==> config.mk <==
export PLATFORM = sky130hd
export DESIGN_NAME = countdown_timer
export DESIGN_NICKNAME = d
export VERILOG_FILES = /design/src/rtl/countdown_pkg.sv /design/src/rtl/countdown_timer.sv
export SDC_FILE = /design/constraint.sdc
export NUM_CORES = 1
export LEC_CHECK = 0
export CORE_AREA = 4 4 41 43
export CTS_CLUSTER_DIAMETER = 100
export DETAILED_ROUTE_END_ITERATION = 6
export DIE_AREA = 0 0 45 47
export SLEW_MARGIN = 30
export SYNTH_ARGS = -nofsm -noshare
export SYNTH_HDL_FRONTEND = slang
export SYNTH_SLANG_ARGS = --single-unit
==> constraint.sdc <==
create_clock -name clk -period 2 [get_ports clk]
set_input_delay 0.6 -clock clk [delete_from_list [all_inputs] [get_ports clk]]
set_output_delay 0.6 -clock clk [all_outputs]
set_load 0.02 [all_outputs]
==> src/rtl/countdown_pkg.sv <==
// Shared types and defaults for the loadable countdown timer.
package countdown_pkg;

  typedef enum logic [1:0] {IDLE, RUN, DONE} cd_state_t;

  localparam int unsigned CD_WIDTH_DEFAULT = 4;

endpackage : countdown_pkg

==> src/rtl/countdown_timer.sv <==
// Loadable down-counter with one-cycle terminal-count pulse and no wrap at zero.
// Optional auto-reload at terminal count is enabled by defining COUNTDOWN_RELOAD_EN.
module countdown_timer
  import countdown_pkg::*;
#(
  parameter int unsigned WIDTH = CD_WIDTH_DEFAULT
) (
  input  logic             clk,
  input  logic             rst,
  input  logic             load,
  input  logic [WIDTH-1:0] load_val,
  input  logic             enable,
`ifdef COUNTDOWN_RELOAD_EN
  input  logic             auto_reload,
`endif
  output logic [WIDTH-1:0] out,
  output logic             tc,
  output logic             busy
);

  cd_state_t        state_q, state_d;
  logic [WIDTH-1:0] cnt_q, cnt_d;
  logic [WIDTH-1:0] reload_q, reload_d;
  logic             tc_q, tc_d;
  logic             busy_q, busy_d;
  logic             reload_sel_c;

  // Without the reload feature the terminal step always lands in DONE.
`ifdef COUNTDOWN_RELOAD_EN
  assign reload_sel_c = auto_reload;
`else
  assign reload_sel_c = 1'b0;
`endif

  always_comb begin
    state_d  = state_q;
    cnt_d    = cnt_q;
    reload_d = reload_q;
    tc_d     = 1'b0;
    if (load) begin
      cnt_d    = load_val;
      reload_d = load_val;
      state_d  = (load_val != '0) ? RUN : IDLE;
    end else if (state_q == RUN && enable) begin
      if (cnt_q == WIDTH'(1)) begin
        tc_d = 1'b1;
        if (reload_sel_c) begin
          cnt_d = reload_q;
        end else begin
          cnt_d   = '0;
          state_d = DONE;
        end
      end else begin
        cnt_d = cnt_q - WIDTH'(1);
      end
    end
    busy_d = (state_d == RUN);
  end

  always_ff @(posedge clk) begin
    if (rst) begin
      state_q  <= IDLE;
      cnt_q    <= '0;
      reload_q <= '0;
      tc_q     <= 1'b0;
      busy_q   <= 1'b0;
    end else begin
      state_q  <= state_d;
      cnt_q    <= cnt_d;
      reload_q <= reload_d;
      tc_q     <= tc_d;
      busy_q   <= busy_d;
    end
  end

  assign out  = cnt_q;
  assign tc   = tc_q;
  assign busy = busy_q;

endmodule : countdown_timer
==> qor.txt, run 1 <==
PLACEMENT
------------------------------------------------------------------------------------------------------
Post-Place Setup Slack                                                                         33.9 ps
DP HPWL                                                                                         720 um
Cell total after placement                                                                          72
Port Buf Inserts                                                                                    13
Final GP Congestion                                                                              0.724
Post-placement cell area                                                                      581 um^2

CRITICAL PATH
------------------------------------------------------------------------------------------------------
Critical Path End Type                                                                     output port
Worst path arrival time                                                                        1310 ps
Largest driver fanout on the critical path                                                           5
Path depth of the worst reg2reg path                                                                 5
Startpoint-to-endpoint class of the critical path                                         flip-flop to output port
Required time of the critical path                                                             1400 ps
Buffers and inverters on the worst path                                                              1
Slack of the worst reg-to-reg path                                                              540 ps
Worst flop-to-flop path startpoint                                                        out[1]$_SDFFE_PP0P_
Cell type group with the largest total delay on the critical path                         buffers and inverters
Max stage delay cell, worst path                                                          sky130_fd_sc_hd__clkdlybuf4s50_1
Reg-to-reg endpoint                                                                       out[2]$_SDFFE_PP0P_
Maximum single-stage delay on the critical path                                                 640 ps
Category of the worst setup path launch point                                                flip-flop
Cells traversed along the worst timing path                                               clkdlybuf4s50_1

SYNTHESIS
------------------------------------------------------------------------------------------------------
Fraction of post-synthesis cell area in the top cell type by area                                0.371
Dominant synthesized flop cell                                                            sky130_fd_sc_hd__dfxtp_1
YS warnings                                                                                          0
Synthesized flop and latch total                                                                     8
Total nets after synthesis                                                                          55
EDFF count, synth                                                                                    0
Cell types with the largest area share after synthesis                                    sky130_fd_sc_hd__dfxtp_1 (37%), sky130_fd_sc_hd__ha_1 (5.8%), sky130_fd_sc_hd__inv_1 (5.2%)
Ys async rst share                                                                                   0
Leading area contributor after synthesis                                                  sky130_fd_sc_hd__dfxtp_1
Most frequent cell after synthesis                                                        sky130_fd_sc_hd__dfxtp_1
Seq/Total Area, Yosys                                                                            0.371
Syn avg cell area                                                                            9.59 um^2
Count of cell types in the netlist                                                                  25
Post-Syn Instances                                                                                  45
Synthesized cell area                                                                         432 um^2
Commonest cells post-synth                                                                sky130_fd_sc_hd__dfxtp_1 (8), sky130_fd_sc_hd__inv_1 (6), sky130_fd_sc_hd__a21oi_1 (4)

WORST HOLD PATH
------------------------------------------------------------------------------------------------------
Hold Crit Endpoint                                                                        out[3]$_SDFFE_PP0P_
Startpoint of the lowest-slack hold path                                                  out[3]$_SDFFE_PP0P_
Instance count along the most critical hold path                                                     2
Min-delay worst type                                                                      flip-flop to flip-flop

GRT
------------------------------------------------------------------------------------------------------
All-layer global routing usage                                                                   0.103
Overflow left after global routing                                                                   0
Via count of the first global-routing pass                                                         364
Wire length of the first global-routing pass                                                   1.55 mm
Number of antenna violations at the first check in global routing                                    0
Pin count of the biggest net entering global routing                                                10

DIE
------------------------------------------------------------------------------------------------------
Die extent in y                                                                                  47 um
Die outline width                                                                                45 um
Die area                                                                                     2120 um^2
Floorplan row count                                                                                 13
Standard cell core area                                                                      1300 um^2
Top Ports                                                                                           14
Effective utilization at floorplan                                                               0.332

DETAILED ROUTING
------------------------------------------------------------------------------------------------------
Total iterations of the first detailed-routing run                                                   4
Number of DRC markers in iteration 0                                                                 7
Number of routed nets with antenna violations                                                        0
Routed via count divided by cell count                                                            5.23
Routed Wire Length                                                                              912 um
Routed wire length per instance                                                                12.2 um
Via count                                                                                          392
DRC                                                                                                  0

POWER AND IR DROP
------------------------------------------------------------------------------------------------------
Leakage power                                                                                 0.237 nW
Post-route total power                                                                        0.390 mW
Power per Cell Area                                                                        647 nW/um^2
Maximum vdd ir drop                                                                             285 uV

CLOCK TREE
------------------------------------------------------------------------------------------------------
Clock transition at the register clock pins on the worst setup and hold paths after CTS          60 ps
Clock Latency Late Sink                                                                         250 ps
CTS Hold Buffers Added                                                                               0
Maximum number of buffers from clock root to sink                                                    2
Master cell of the clock root buffer                                                      sky130_fd_sc_hd__clkbuf_4
Number of cells upsized or downsized after cts                                                       0
TritonCTS clock tree                                                                             built
Inserted Clock Buffers                                                                               3
TritonCTS Sinks                                                                                      8
Post-CTS setup buffer count                                                                          0
Depth of the CTS H-tree                                                                              1

CELLS AND AREA
------------------------------------------------------------------------------------------------------
Register area                                                                                 160 um^2
Multi-input combinational cell area                                                           241 um^2
Share of layout cells above drive strength 1                                                     0.100
Diodes inserted                                                                                      0
Post-Route Utilization                                                                           0.463
Final standard cell area without fillers                                                      603 um^2
Number of filler cells placed in the layout                                                        139
Layout net count                                                                                    72
Non-filler cells, final                                                                             75
Signed area change from the synthesized netlist to the final layout                              39.7%

RUN
------------------------------------------------------------------------------------------------------
Max-capacitance violation count                                                                      0

TIMING
------------------------------------------------------------------------------------------------------
Setup TNS Final                                                                                   0 ps
Final hold slack                                                                                534 ps
Clock Skew                                                                                     6.56 ps
Final clock period utilization by the worst path                                                 0.957
Peak Freq                                                                                      522 MHz
Number of slew-limit violations in the final report                                                  0
Number of setup violations in the final report                                                       0
Hold Violations, Final                                                                               0
RSZ-0062 raised after global routing                                                                no
Worst-margin pin slew                                                                           454 ps
Max-slew headroom                                                                                0.693
Clock period minus final worst setup slack                                                     1910 ps
Post-layout worst setup margin                                                                 85.6 ps

RUN STATUS
------------------------------------------------------------------------------------------------------
Result of the run                                                                            completed

## routing by layer
layer,up-vias,global-route usage,routed length (um)
met4,0,0.0702,17
li1,203,-,-
met2,17,0.136,359
met3,4,0.0230,66
met1,168,0.147,468
met5,-,0,0
## logic make-up (layout without fill, tap and decap cells)
family,Yosys count,count (layout),synth area share
compound gates,14,14,0.241
simple gates,11,11,0.214
flops,8,8,0.371
buf+inv,8,23,0.0696
fa+ha+maj,2,2,0.0580
xor+xnor,1,1,0.0203
mux,1,1,0.0261
## area by class of cell
class                      instances  area share
multi-input combinational         29       0.400
sequential                         8       0.266
timing repair buffer              14       0.228
clock buffer                       3      0.0373
inverter                           6      0.0373
tap                               15      0.0311
## layout by cell type, fill, tap and decap left out, drive strengths merged
cell type and count:
clkbuf 3, o211ai 1, buf 1, nor4 2
nor2b 1, xnor2 1, o41ai 1, dfxtp 8
clkdlybuf4s50 13, and4bb 1, nand4bb 1, o21ai 2
nor3b 1, nor2 1, o31ai 2, ha 2
nand2b 1, nor3 1, nand3b 2, a221oi 2
a21oi 4, mux2 1, a211oi 1, inv 6
o41a 1
## sequential cells by signal, summed over array words and instances (netlist names)
name and count:
busy 1, out 4, tc 1, state_q 2
## how the worst max path moves through the flow
stage                        startpoint                   to  slack (ps)  cells past startpoint
global route        out[0]$_SDFFE_PP0P_               out[0]          40                      1
floorplan           out[1]$_SDFFE_PP0P_  out[2]$_SDFFE_PP0P_         480                      5
global placement                 enable  out[2]$_SDFFE_PP0P_          70                      4
finish              out[0]$_SDFFE_PP0P_               out[0]          90                      1
detailed placement               enable  out[2]$_SDFFE_PP0P_          30                      4
CTS                 out[0]$_SDFFE_PP0P_               out[0]          70                      1
## where the power goes
part / internal, mW / switching, mW
sequential: 0.169 / 0.00994
clock: 0.0686 / 0.0542
combinational: 0.0463 / 0.0423
(Power assumes the default switching activity.)
==> run 2, diff against run 1 <==
--- a/config.mk
+++ b/config.mk
@@ -9,6 +9,7 @@
 export CTS_CLUSTER_DIAMETER = 100
 export DETAILED_ROUTE_END_ITERATION = 6
 export DIE_AREA = 0 0 45 47
+export PLACE_DENSITY = 0.63
 export SLEW_MARGIN = 30
 export SYNTH_ARGS = -nofsm -noshare
 export SYNTH_HDL_FRONTEND = slang
==> run 2 against run 1 <==
Core utilization did not move. Non-clock buffer count did not move. Global-route usage rose by 0.93 points. First-iteration DRC count rose by 29%. Die area did not move. Combinational power rose by 0.6%. Cell area did not move. Setup slack got worse by 7.3 ps. Final cell count did not move. Clock skew rose by 6.4 ps. Critical endpoint unchanged. Largest cell class unchanged. Largest power group unchanged.
==> qor.txt, run 2 (synthesized netlist as in run 1, its figures left out) <==
CELLS AND AREA
------------------------------------------------------------------------------------------------------
Number of flip-flops in the largest register                                                         4   unchanged
Non-filler cells, final                                                                             75   unchanged
Most used cells in the layout excluding fill and tap cells                                sky130_fd_sc_hd__clkdlybuf4s50_1 (13), sky130_fd_sc_hd__dfxtp_1 (8), sky130_fd_sc_hd__inv_1 (6)
Signed area change from the synthesized netlist to the final layout                              39.7%   unchanged
Layout net count                                                                                    72   unchanged
Diodes inserted                                                                                      0   unchanged
Most common cell after layout, fill and taps aside                                        sky130_fd_sc_hd__clkdlybuf4s50_1
Share of layout cells above drive strength 1                                                     0.100   unchanged

CLOCK TREE
------------------------------------------------------------------------------------------------------
CTS Hold Buffers Added                                                                               0   unchanged
Master cell of the clock root buffer                                                      sky130_fd_sc_hd__clkbuf_4
TritonCTS Sinks                                                                                      8   unchanged
Depth of the CTS H-tree                                                                              1   unchanged
Post-CTS setup buffer count                                                                          0   unchanged
Maximum number of buffers from clock root to sink                                                    2   unchanged
TritonCTS clock tree                                                                             built
Clock transition at the register clock pins on the worst setup and hold paths after CTS          60 ps   about the same
Inserted Clock Buffers                                                                               3   unchanged
Clock Latency Late Sink                                                                         260 ps   about the same
Number of cells upsized or downsized after cts                                                       0   unchanged

TIMING
------------------------------------------------------------------------------------------------------
Max-slew headroom                                                                                0.673   -0.0206
RSZ-0062 raised after global routing                                                                no
Hold Violations, Final                                                                               0   unchanged
Number of setup violations in the final report                                                       0   unchanged
Final clock period utilization by the worst path                                                 0.961   +0.00364
Clock period minus final worst setup slack                                                     1920 ps   +7.28 ps
Clock Skew                                                                                     13.0 ps   +6.41 ps
Worst-margin pin slew                                                                           485 ps   +30.5 ps
Number of slew-limit violations in the final report                                                  0   unchanged
Peak Freq                                                                                      520 MHz   -0.38%
Setup TNS Final                                                                                   0 ps   unchanged
Final hold slack                                                                                550 ps   +16.0 ps

POWER AND IR DROP
------------------------------------------------------------------------------------------------------
Power Internal                                                                                0.284 mW   about the same
Leakage power                                                                                 0.237 nW   unchanged
Fraction of power spent switching nets                                                           0.283   +0.00974
Combinational Power Share                                                                        0.225   -0.002
Power per Cell Area                                                                        656 nW/um^2   +1.4%
Clock power share                                                                                0.322   +0.007
Maximum vdd ir drop                                                                             331 uV   +16%
Total net switching power                                                                     0.112 mW   +5.0%
Post-route total power                                                                        0.396 mW   +1.4%
Sequential share of power                                                                        0.453   -0.005

PLACEMENT
------------------------------------------------------------------------------------------------------
Port Buf Inserts                                                                                    13   unchanged
DP HPWL                                                                                         755 um   +4.8%
Cell total after placement                                                                          72   unchanged
Final GP Congestion                                                                              0.770   +6.3%

DIE
------------------------------------------------------------------------------------------------------
Top Ports                                                                                           14   unchanged
Die area                                                                                     2120 um^2   unchanged
Standard cell core area                                                                      1300 um^2   unchanged
Die outline width                                                                                45 um   unchanged
Floorplan row count                                                                                 13   unchanged
Die extent in y                                                                                  47 um   unchanged
Effective utilization at floorplan                                                               0.332   unchanged

CRITICAL PATH
------------------------------------------------------------------------------------------------------
Worst path arrival time                                                                        1320 ps   about the same
Category of the worst setup path launch point                                                flip-flop
Cells traversed along the worst timing path                                               clkdlybuf4s50_1
Max stage delay cell, worst path                                                          sky130_fd_sc_hd__clkdlybuf4s50_1
Cell type group with the largest total delay on the critical path                         buffers and inverters
Startpoint-to-endpoint class of the critical path                                         flip-flop to output port
Maximum single-stage delay on the critical path                                                 640 ps   about the same
Required time of the critical path                                                             1400 ps   about the same
Largest driver fanout on the critical path                                                           5   unchanged
Critical Path End Type                                                                     output port
Buffers and inverters on the worst path                                                              1   unchanged

GRT
------------------------------------------------------------------------------------------------------
Pin count of the biggest net entering global routing                                                10   unchanged
Overflow left after global routing                                                                   0   unchanged
All-layer global routing usage                                                                   0.112   +0.00933
Via count of the first global-routing pass                                                         356   -2.2%
Number of antenna violations at the first check in global routing                                    0   unchanged
Wire length of the first global-routing pass                                                   1.62 mm   +4.9%

DETAILED ROUTING
------------------------------------------------------------------------------------------------------
Number of routed nets with antenna violations                                                        0   unchanged
Via count                                                                                          388   -1.0%
Number of DRC markers in iteration 0                                                                 9   +2
Routed wire length per instance                                                                13.3 um   +9.4%
Routed via count divided by cell count                                                            5.17   -1.0%
DRC                                                                                                  0   unchanged
Routed Wire Length                                                                              998 um   +9.4%
Total iterations of the first detailed-routing run                                                   4   unchanged

RUN STATUS
------------------------------------------------------------------------------------------------------
Result of the run                                                                            completed

RUN
------------------------------------------------------------------------------------------------------
Max-capacitance violation count                                                                      0   unchanged

WORST HOLD PATH
------------------------------------------------------------------------------------------------------
Min-delay worst type                                                                      flip-flop to flip-flop

==> run 2: cell counts in the layout (fill, tap and decap cells not counted) <==
No cell type changed its count.
==> run 2: worst paths after layout <==
kind | from | to | slack, ps | cells after the start
hold reg to reg | out[3]$_SDFFE_PP0P_ | out[3]$_SDFFE_PP0P_ | 550 | 2
setup / recovery | out[0]$_SDFFE_PP0P_ | out[0] | 80 | 1
hold / removal | out[3]$_SDFFE_PP0P_ | out[3]$_SDFFE_PP0P_ | 550 | 2
setup reg to reg | out[1]$_SDFFE_PP0P_ | out[2]$_SDFFE_PP0P_ | 530 | 5
==> run 2: power by group through the flow <==
| stage | Combinational, mW | Sequential [mW] | Clock, mW |
|---|---|---|---|
| floorplan | 0.0403 | 0.190 | 0 |
| global placement | 0.0891 | 0.182 | 0 |
| detailed placement | 0.0880 | 0.182 | 0 |
| CTS | 0.0891 | 0.179 | 0.132 |
| global route | 0.0972 | 0.180 | 0.144 |
| finish | 0.0891 | 0.179 | 0.128 |
==> run 2: cell type report <==
cell class / count / area (um^2)
multi-input combinational: 29 / 241
tap: 15 / 18.8
fill: 141 / 698
clock buffer: 3 / 22.5
timing repair buffer: 14 / 138
sequential: 8 / 160
inverter: 6 / 22.5
==> run 2: routing by layer <==
layer	up-vias	part of all wire	wire length, um	GRT usage
met5	-	0	0	0
met4	0	0.010	10	0.0526
met3	2	0.062	62	0.0613
met2	12	0.38	378	0.136
met1	170	0.55	547	0.158
li1	204	-	-	-
==> run 2: per-stage QoR <==
stage | instance area [um^2] | util | setup slack (ps)
after floorplan | 432 | - | 484
after global placement | 581 | 0.446 | 61.0
after detailed placement | 581 | 0.446 | 36.0
after CTS | 603 | 0.463 | 83.7
after global routing | 603 | 0.463 | 41.7
final | 603 | 0.463 | 78.3
==> run 2: worst reg2reg max path, delay by kind of cell, from the launching register on <==
family	cells	cell delay, ps
DFF	1	370
and+or+nand+nor	1	150
AOI/OAI and AO/OA	2	560
adders and majority gates	1	210
buffers and inverters	1	90
